==> src/rtl/mr_pkg.sv <==
// Shared memory-bus types: arbiter state encoding, the Wishbone request bundle
// used by fetch and load/store, and watchdog counter sizing.
package mr_pkg;

  localparam int WB_AW = 30;
  localparam int WB_DW = 32;

  typedef enum logic [1:0] {
    ARB_IDLE = 2'd0,
    ARB_OWN0 = 2'd1,
    ARB_OWN1 = 2'd2
  } e_arb_state;

  typedef struct packed {
    logic                 cyc;
    logic                 stb;
    logic                 we;
    logic [WB_AW-1:0]     addr;
    logic [WB_DW/8-1:0]   sel;
    logic [WB_DW-1:0]     dat;
  } wb_req_t;

  // Watchdog counter is at least 8 bits, wider only when TIMEOUT needs it.
  function automatic int wd_width(input int timeout);
    return (timeout < 256) ? 8 : $clog2(timeout + 1);
  endfunction

endpackage

==> src/rtl/mr_wb_watchdog.sv <==
// Ack watchdog: counts owned cycles without bus progress and pulses wd_err_o
// for one cycle when the count reaches TIMEOUT (TIMEOUT=0 disables it).
module mr_wb_watchdog
  import mr_pkg::*;
#(
  parameter int TIMEOUT = 255
) (
  input  logic clk,
  input  logic reset,
  input  logic own_i,
  input  logic rsp_i,
  input  logic quiet_i,
  output logic wd_err_o
);

  localparam int CW = wd_width(TIMEOUT);

  logic [CW-1:0] cnt_q, cnt_d;
  logic          hit;

  // A response in the same cycle always wins over the timeout.
  assign hit      = (TIMEOUT != 0) && own_i && !rsp_i && (cnt_q == CW'(TIMEOUT));
  assign wd_err_o = hit;

  always_comb begin
    cnt_d = cnt_q + 1'b1;
    if (!own_i || rsp_i || quiet_i || hit) cnt_d = '0;
  end

  always_ff @(posedge clk) begin
    if (reset) cnt_q <= '0;
    else       cnt_q <= cnt_d;
  end

endmodule

==> src/rtl/mr_wb_arb.sv <==
// Two-master pipelined Wishbone B4 arbiter (m0 = fetch, m1 = load/store) with
// round-robin tie-break, whole-cycle grant hold and an ack watchdog.
module mr_wb_arb
  import mr_pkg::*;
#(
  parameter int AW      = 30,
  parameter int DW      = 32,
  parameter int TIMEOUT = 255
) (
  input  logic            clk,
  input  logic            reset,
  input  logic            m0_cyc_i,
  input  logic            m0_stb_i,
  input  logic            m0_we_i,
  input  logic [AW-1:0]   m0_addr_i,
  input  logic [DW/8-1:0] m0_sel_i,
  input  logic [DW-1:0]   m0_dat_i,
  output logic            m0_ack_o,
  output logic            m0_err_o,
  output logic            m0_stall_o,
  output logic [DW-1:0]   m0_dat_o,
  input  logic            m1_cyc_i,
  input  logic            m1_stb_i,
  input  logic            m1_we_i,
  input  logic [AW-1:0]   m1_addr_i,
  input  logic [DW/8-1:0] m1_sel_i,
  input  logic [DW-1:0]   m1_dat_i,
  output logic            m1_ack_o,
  output logic            m1_err_o,
  output logic            m1_stall_o,
  output logic [DW-1:0]   m1_dat_o,
  output logic            s_cyc_o,
  output logic            s_stb_o,
  output logic            s_we_o,
  output logic [AW-1:0]   s_addr_o,
  output logic [DW/8-1:0] s_sel_o,
  output logic [DW-1:0]   s_dat_o,
  input  logic            s_ack_i,
  input  logic            s_err_i,
  input  logic            s_stall_i,
  input  logic [DW-1:0]   s_dat_i
);

  e_arb_state state_q, state_d;
  logic       last_gnt_q, last_gnt_d;
  logic [3:0] outst_q, outst_d;
  logic       req0, req1, own, own0, own1, wd_err, accept, release_c;

  assign req0 = m0_cyc_i & m0_stb_i;
  assign req1 = m1_cyc_i & m1_stb_i;
  assign own0 = (state_q == ARB_OWN0);
  assign own1 = (state_q == ARB_OWN1);
  assign own  = own0 | own1;

  // Slave side follows the owner; a watchdog hit forces the bus off this cycle.
  assign s_cyc_o  = own & !wd_err & (own1 ? m1_cyc_i : m0_cyc_i);
  assign s_stb_o  = own & !wd_err & (own1 ? m1_stb_i : m0_stb_i);
  assign s_we_o   = own1 ? m1_we_i   : m0_we_i;
  assign s_addr_o = own1 ? m1_addr_i : m0_addr_i;
  assign s_sel_o  = own1 ? m1_sel_i  : m0_sel_i;
  assign s_dat_o  = own1 ? m1_dat_i  : m0_dat_i;

  assign m0_ack_o   = own0 & s_ack_i;
  assign m0_err_o   = own0 & (s_err_i | wd_err);
  assign m0_stall_o = !own0 | s_stall_i | wd_err;
  assign m0_dat_o   = s_dat_i;
  assign m1_ack_o   = own1 & s_ack_i;
  assign m1_err_o   = own1 & (s_err_i | wd_err);
  assign m1_stall_o = !own1 | s_stall_i | wd_err;
  assign m1_dat_o   = s_dat_i;

  assign accept    = s_stb_o & !s_stall_i;
  assign release_c = own & (wd_err | !(own1 ? m1_cyc_i : m0_cyc_i));

  mr_wb_watchdog #(
    .TIMEOUT (TIMEOUT)
  ) u_wd (
    .clk      (clk),
    .reset    (reset),
    .own_i    (own),
    .rsp_i    (s_ack_i | s_err_i),
    .quiet_i  ((outst_q == 4'd0) && !s_stb_o),
    .wd_err_o (wd_err)
  );

  always_comb begin
    state_d    = state_q;
    last_gnt_d = last_gnt_q;
    outst_d    = outst_q;
    unique case (state_q)
      ARB_IDLE: begin
        outst_d = '0;
        if (req0 && req1) state_d = last_gnt_q ? ARB_OWN0 : ARB_OWN1;
        else if (req0)    state_d = ARB_OWN0;
        else if (req1)    state_d = ARB_OWN1;
      end
      ARB_OWN0, ARB_OWN1: begin
        outst_d = outst_q + {3'b000, accept} - {3'b000, s_ack_i};
        // Dropping cyc abandons any acks still in flight.
        if (release_c || s_err_i) outst_d = '0;
        if (release_c) begin
          state_d    = ARB_IDLE;
          last_gnt_d = own1;
        end
      end
      default: state_d = ARB_IDLE;
    endcase
  end

  always_ff @(posedge clk) begin
    if (reset) begin
      state_q    <= ARB_IDLE;
      last_gnt_q <= 1'b1;
      outst_q    <= '0;
    end else begin
      state_q    <= state_d;
      last_gnt_q <= last_gnt_d;
      outst_q    <= outst_d;
    end
  end

`ifdef FORMAL
  logic [3:0] f0_nreqs, f0_nacks, f0_outst, f1_nreqs, f1_nacks, f1_outst;
  logic [3:0] fs_nreqs, fs_nacks, fs_outst;

  fwb_slave #(.AW(AW), .DW(DW), .F_LGDEPTH(4)) f_m0 (
    .i_clk(clk), .i_reset(reset), .i_wb_cyc(m0_cyc_i), .i_wb_stb(m0_stb_i),
    .i_wb_we(m0_we_i), .i_wb_addr(m0_addr_i), .i_wb_data(m0_dat_i), .i_wb_sel(m0_sel_i),
    .i_wb_ack(m0_ack_o), .i_wb_stall(m0_stall_o), .i_wb_idata(m0_dat_o), .i_wb_err(m0_err_o),
    .f_nreqs(f0_nreqs), .f_nacks(f0_nacks), .f_outstanding(f0_outst));

  fwb_slave #(.AW(AW), .DW(DW), .F_LGDEPTH(4)) f_m1 (
    .i_clk(clk), .i_reset(reset), .i_wb_cyc(m1_cyc_i), .i_wb_stb(m1_stb_i),
    .i_wb_we(m1_we_i), .i_wb_addr(m1_addr_i), .i_wb_data(m1_dat_i), .i_wb_sel(m1_sel_i),
    .i_wb_ack(m1_ack_o), .i_wb_stall(m1_stall_o), .i_wb_idata(m1_dat_o), .i_wb_err(m1_err_o),
    .f_nreqs(f1_nreqs), .f_nacks(f1_nacks), .f_outstanding(f1_outst));

  fwb_master #(.AW(AW), .DW(DW), .F_LGDEPTH(4)) f_s (
    .i_clk(clk), .i_reset(reset), .i_wb_cyc(s_cyc_o), .i_wb_stb(s_stb_o),
    .i_wb_we(s_we_o), .i_wb_addr(s_addr_o), .i_wb_data(s_dat_o), .i_wb_sel(s_sel_o),
    .i_wb_ack(s_ack_i), .i_wb_stall(s_stall_i), .i_wb_idata(s_dat_i), .i_wb_err(s_err_i),
    .f_nreqs(fs_nreqs), .f_nacks(fs_nacks), .f_outstanding(fs_outst));
`endif

endmodule

==> config.mk <==
export PLATFORM = sky130hd
export DESIGN_NAME = mr_wb_arb
export DESIGN_NICKNAME = d
export VERILOG_FILES = /design/src/rtl/mr_pkg.sv /design/src/rtl/mr_wb_watchdog.sv /design/src/rtl/mr_wb_arb.sv
export SDC_FILE = /design/constraint.sdc
export NUM_CORES = 1
export LEC_CHECK = 0
export CORE_AREA = 2 2 122 124
export DETAILED_ROUTE_END_ITERATION = 10
export DIE_AREA = 0 0 124 126
export DONT_BUFFER_PORTS = 1
export PLACE_DENSITY = 0.36
export SLEW_MARGIN = 20
export SYNTH_ARGS = -nofsm -noshare
export SYNTH_HDL_FRONTEND = slang
export SYNTH_SLANG_ARGS = --single-unit
==> constraint.sdc <==
create_clock -name clk -period 2.6 [get_ports clk]
set_input_delay 0.52 -clock clk [delete_from_list [all_inputs] [get_ports clk]]
set_output_delay 0.52 -clock clk [all_outputs]
set_load 0.02 [all_outputs]
==> metrics.yaml, run 1 <==
drv_cap: 0
port_buffers: 0
totalWireLength_um: 11020
synth_edf_count: 0
tightest_slew_ps: 487.6
placedCellCount: 365
die-area_sq_um: 15620
ys_seq_area_frac: 0.1341
critPathKind: "register to register"
synth-seq-cells: 15
power_switching_mw: 0.8316
drc: 0
syn_avg_cell_area_sq_um: 9.067
crit_slowest_cell: "fa_2"
grt_max_degree: 43
pre_cts_slack_ps: 36.69
fp.dieW_um: 124
drive_gt1_frac: 0.5215
whs_path_depth: 1
place.detailed.hpwl_um: 10220
power_frac_comb: 0.662
grt_pass1_wl_um: 13380
fp.dieH_um: 126
outcome: "finished, final reports clean"
clk_pin_slew_worst_paths_ps: 50
cts-hold-fix-buffers: 0
cp_cell_sequence: "inv_2 > ha_4 > nor3b_4 > and4_4 > nor2_4 > nand3_1 > ha_1 > inv_1 > ha_2 > fa_2 > a32oi_1 > nor2_1"
max-slew-margin-rel: 0.6749
netlist_top_cells_area: "mux2_2, buf_4, dfxtp_1"
swShare: 0.4991
start_kind: "register"
numCtsBuffers: 3
cts_tree: "built"
initialDrtViolationCount: 54
io_pins: 314
setup_ws_ps: 161.4
timing.final.crit_period_ps: 2439
final_cells: 370
clock-root-buffer: "clkbuf_16"
synth.distinct_cells: 36
p_leak_nw: 0.7085
synthCells: 247
finalCoreUtilization: 0.1495
cp_slowest_stage_delay_ps: 430
antenna_found_initial: 0
grt_pass1_vias: 1555
final-max-slew-violation-count: 0
setup_viol: 0
worstPathMaxFanout: 3
total_power_mw: 1.666
initial_utilization: 0.1565
via_per_inst: 4.041
worstPathArrival_ps: 2580
rows: 44
syn_nets: 433
grt_overflow_total: 0
vdd_ir_drop_max_v: 0.0002718
p_int_mw: 0.8346
max_freq_mhz: 410.1
pwr_density_cell_nw_per_um2: 778.7
nNetsFinal: 373
vias: 1495
ys.flop_type: "dfxtp_1"
grt_setup_unrepaired: "false"
place_congestion: 0.7251
synth_area_sq_um: 2240
min_path_type: "input pin to register"
diodes: 0
yosysWarnings: 0
core_area_sq_um: 14310
final_hold_viol_count: 0
skew_ps: 1.620
synth_common_cells: "mux2_2, buf_4, dfxtp_1, nor2_1, ha_1"
wl_per_cell_um: 29.78
synth_top_cell_by_area: "mux2_2"
sequentialPowerShare: 0.152
worst_ep_required_time_ps: 2740
drt_pass1_iterations: 4
area_growth_pct: -4.469
ant_nets: 0
pwr-share-clk: 0.186
clk_latency_ps: 250
post-synth-top-area-fraction: 0.3419
track_usage: 0.1314
async_reset_ff_frac: 0
reg2reg_depth: 12
fin_crit_sh: 0.9379
cts_max_path_buffers: 2
end_kind: "register"
htreeDepth: 1
cts.sink_count: 15
setup_tns_ps: 0
yosysMostFrequentCell: "mux2_2"
## power by group through the flow
| stage | clock network (mW) | registers [mW] | logic (mW) |
|---|---|---|---|
| 4_1_cts | 0.320 | 0.255 | 1.14 |
| 3_5_place_dp | 0 | 0.259 | 1.13 |
| 6_report | 0.310 | 0.254 | 1.10 |
| 5_1_grt | 0.332 | 0.255 | 1.19 |
| 3_3_place_gp | 0 | 0.259 | 1.13 |
| 2_1_floorplan | 0 | 0.259 | 0.998 |
## metrics by stage
stage          hold slack, ps  instance area, sq um
2_1_floorplan           426.0                  2265
3_3_place_gp            443.0                  2041
3_5_place_dp            465.2                  2041
4_1_cts                 330.9                  2121
5_1_grt                 329.8                  2140
6_report                338.0                  2140
## per-layer routing
layer | wire length [um] | track usage | vias to the layer above
met5 | 0 | 0 | -
met4 | 90 | 0.02049 | 0
met3 | 1717 | 0.08560 | 9
met2 | 5103 | 0.2091 | 162
met1 | 4106 | 0.1502 | 667
li1 | - | - | 657
## final timing paths
check                           slack [ps]             to           from
worst max-delay path                   160     outst_q[1]     state_q[0]
worst min-delay path                   340     outst_q[0]          reset
worst max register to register         160     outst_q[1]     state_q[0]
worst min register to register         480  u_wd.cnt_q[0]  u_wd.cnt_q[0]
## cell type report
type                    count  area [sq um]
repair buffers             10         75.07
well taps                 184         230.2
fillers                  1588         12170
flip-flops and latches     15         302.8
clock inverters             1         5.005
clock buffers               3         75.07
multi-input cells         149          1421
inverters                   8         30.03
## cells by family after synthesis
group / after synthesis / synth area share
mux: 72 / 0.3598
xor+xnor: 8 / 0.03128
buf+inv: 83 / 0.2520
fa+ha+maj: 11 / 0.06480
flops: 15 / 0.1341
compound gates: 13 / 0.04916
simple gates: 45 / 0.1089
## sequential cells by signal, summed over array words and instances, names as in the netlist
| name | cells |
|---|---|
| last_gnt_q | 1 |
| outst_q | 4 |
| state_q | 2 |
| u_wd.cnt_q | 8 |
## layout by cell type (no fill, tap or decap), types with 6 or more instances in the layout
cell	netlist	layout
inv_1	8	6
ha_1	10	7
dfxtp_1	15	13
nor2_1	15	14
mux2_2	68	68
nand2_1	9	9
buf_4	65	10
## critical path, delay by kind of cell (launching register included)
kind,cells,cell delay (ps)
compound gates,1,180
simple gates,5,590
buf+inv,2,120
fa+ha+maj,4,1090
flops,1,340
## what timing repair did
item,4_1_cts,5_1_grt
setup endpoints to repair,0,2
resized for setup,0,4
buffers inserted,0,1
No activity file was read; power rests on OpenSTA's default activity.
==> run 2: changes to the inputs <==
--- a/config.mk
+++ b/config.mk
@@ -9,6 +9,7 @@
 export DETAILED_ROUTE_END_ITERATION = 10
 export DIE_AREA = 0 0 124 126
 export DONT_BUFFER_PORTS = 1
+export GPL_ROUTABILITY_DRIVEN = 0
 export PLACE_DENSITY = 0.36
 export SLEW_MARGIN = 20
 export SYNTH_ARGS = -nofsm -noshare
==> results of run 2 <==
The final DEF is identical to that of run 1; final timing and power are the same.
==> run 3: changes to the inputs <==
--- a/config.mk
+++ b/config.mk
@@ -10,8 +10,8 @@
 export DIE_AREA = 0 0 124 126
 export DONT_BUFFER_PORTS = 1
 export GPL_ROUTABILITY_DRIVEN = 0
-export PLACE_DENSITY = 0.36
-export SLEW_MARGIN = 20
+export PLACE_DENSITY = 0.35
+export SLEW_MARGIN = 10
 export SYNTH_ARGS = -nofsm -noshare
 export SYNTH_HDL_FRONTEND = slang
 export SYNTH_SLANG_ARGS = --single-unit
==> constraint.sdc (replaced) <==
create_clock -name clk -period 3.11 [get_ports clk]
set_input_delay 0.622 -clock clk [delete_from_list [all_inputs] [get_ports clk]]
set_output_delay 0.622 -clock clk [all_outputs]
set_load 0.02 [all_outputs]
==> metrics.yaml, run 3 (same netlist as run 1, synthesis figures left out) <==
place.detailed.hpwl_um: 6832
critPathTopFamily: "adder cells"
vias: 1473
clk_latency_ps: 250
nNetsFinal: 367
die-area_sq_um: 15620
cp_common_cell: "ha_1"
via_per_inst: 4.047
mostFrequentLayoutCells: "mux2_2, nor2_1, dfxtp_1, nand2_1, ha_1"
timing.final.crit_period_ps: 2842
pwr_density_cell_nw_per_um2: 628.2
gr-usage-met1: 0.1052
wl_per_cell_um: 21.18
worstPathArrival_ps: 2980
track_usage: 0.08514
end_kind: "register"
post_dp_cell_area_sq_um: 1978
sequentialPowerShare: 0.166
core_area_sq_um: 14310
skew_ps: 2.338
rows: 44
p_int_mw: 0.6734
port_buffers: 0
pwr-share-clk: 0.198
rr_endpoint: "outst_q[2]"
hold_ws_ps: 439.6
fin_crit_sh: 0.9137
largest_reg_flops: 8
diodes: 0
crit_slowest_cell: "dfxtp_1"
clock-root-buffer: "clkbuf_16"
rrSetupSlack_ps: 270
setup_viol: 0
drv_cap: 0
max_freq_mhz: 351.9
cp_slowest_stage_delay_ps: 380
whs_path_depth: 1
cts_max_path_buffers: 2
grt_overflow_total: 0
design_area_sq_um: 2058
grt_max_degree: 42
start_kind: "register"
power_frac_comb: 0.637
htreeDepth: 1
fp.dieH_um: 126
final_hold_viol_count: 0
worst-path-buf-inv: 2
top_regs: "u_wd.cnt_q x8, outst_q x4, state_q x2"
met3_usage: 0.02717
p_leak_nw: 0.6721
final_common_cell: "mux2_2"
cts-hold-fix-buffers: 0
worstPathMaxFanout: 4
tightest_slew_ps: 500.9
swShare: 0.4793
ant_nets: 0
initialDrtViolationCount: 45
cp_cell_sequence: "inv_1 > ha_1 > nor3b_2 > and4_1 > nor2_1 > nand3_1 > ha_1 > inv_1 > ha_1 > fa_1 > xor2_1 > a32oi_1 > nor2_1"
final-max-slew-violation-count: 0
cts_tree: "built"
clk_pin_slew_worst_paths_ps: 50
drt_pass1_iterations: 3
grt_pass1_wl_um: 9618
post_cts.repair.setup_buffers: 0
power_switching_mw: 0.6197
use_met2: 0.1467
area_growth_pct: -8.101
initial_utilization: 0.1565
grt_pass1_vias: 1441
critPathKind: "register to register"
numCtsBuffers: 3
totalWireLength_um: 7711
regMostFlops: "u_wd.cnt_q"
min-delay-start: "reset"
cts.sink_count: 15
worst_ep_required_time_ps: 3250
vdd_ir_drop_max_v: 0.0001750
ctsResizeCount: 0
reg2reg_depth: 13
grt_setup_unrepaired: "false"
reg2reg_from: "state_q[0]"
min_to: "outst_q[0]"
drive_gt1_frac: 0.4556
fp.dieW_um: 124
grt.busiest_layer: "met2"
max-slew-margin-rel: 0.6661
io_pins: 314
setup_tns_ps: 0
outcome: "finished, final reports clean"
antenna_found_initial: 1
min_path_type: "input pin to register"
drc: 0
[run 3: cell types whose count changed in the layout (fill, tap and decap cells not counted), sizes merged]
cell	previous run	this run
buf	10	4
[run 3: how the worst max path moves through the flow]
stage                from          to  slack (ps)  cells past startpoint
2_1_floorplan  state_q[0]  outst_q[2]         270                     14
4_1_cts        state_q[0]  outst_q[2]         250                     13
6_report       state_q[0]  outst_q[2]         270                     13
5_1_grt        state_q[0]  outst_q[2]          50                     13
3_5_place_dp   state_q[0]  outst_q[2]         260                     13
3_3_place_gp   state_q[0]  outst_q[2]         300                     13
[run 3: final cells by class]
class	count	area (sq um)
clock buffers	3	75.07
clock inverters	1	5.005
fillers	1616	12260
inverters	8	30.03
multi-input cells	149	1388
flip-flops and latches	15	300.3
well taps	184	230.2
repair buffers	4	30.03
[run 3: layer usage]
metal	vias to the layer above	share of wire
li1	648	-
met1	675	0.41
met2	140	0.49
met3	8	0.093
met4	2	0.0060
met5	-	0.0017
[run 3: stage by stage]
step | worst slack [ps] | std cells | utilization | total power [mW]
after floorplan | 267.4 | 247 | - | 1.039
after global placement | 301.2 | 360 | 0.1382 | 1.055
after detailed placement | 263.5 | 360 | 0.1382 | 1.056
after CTS | 246.7 | 364 | 0.1438 | 1.316
after global routing | 48.31 | 364 | 0.1438 | 1.362
final | 268.4 | 364 | 0.1438 | 1.293
[run 3: power by group through the flow]
stage / sequential (mW) / combinational [mW] / clock, mW
3_3_place_gp: 0.217 / 0.838 / 0
4_1_cts: 0.214 / 0.839 / 0.263
3_5_place_dp: 0.218 / 0.837 / 0
6_report: 0.214 / 0.823 / 0.255
2_1_floorplan: 0.215 / 0.825 / 0
5_1_grt: 0.217 / 0.872 / 0.273
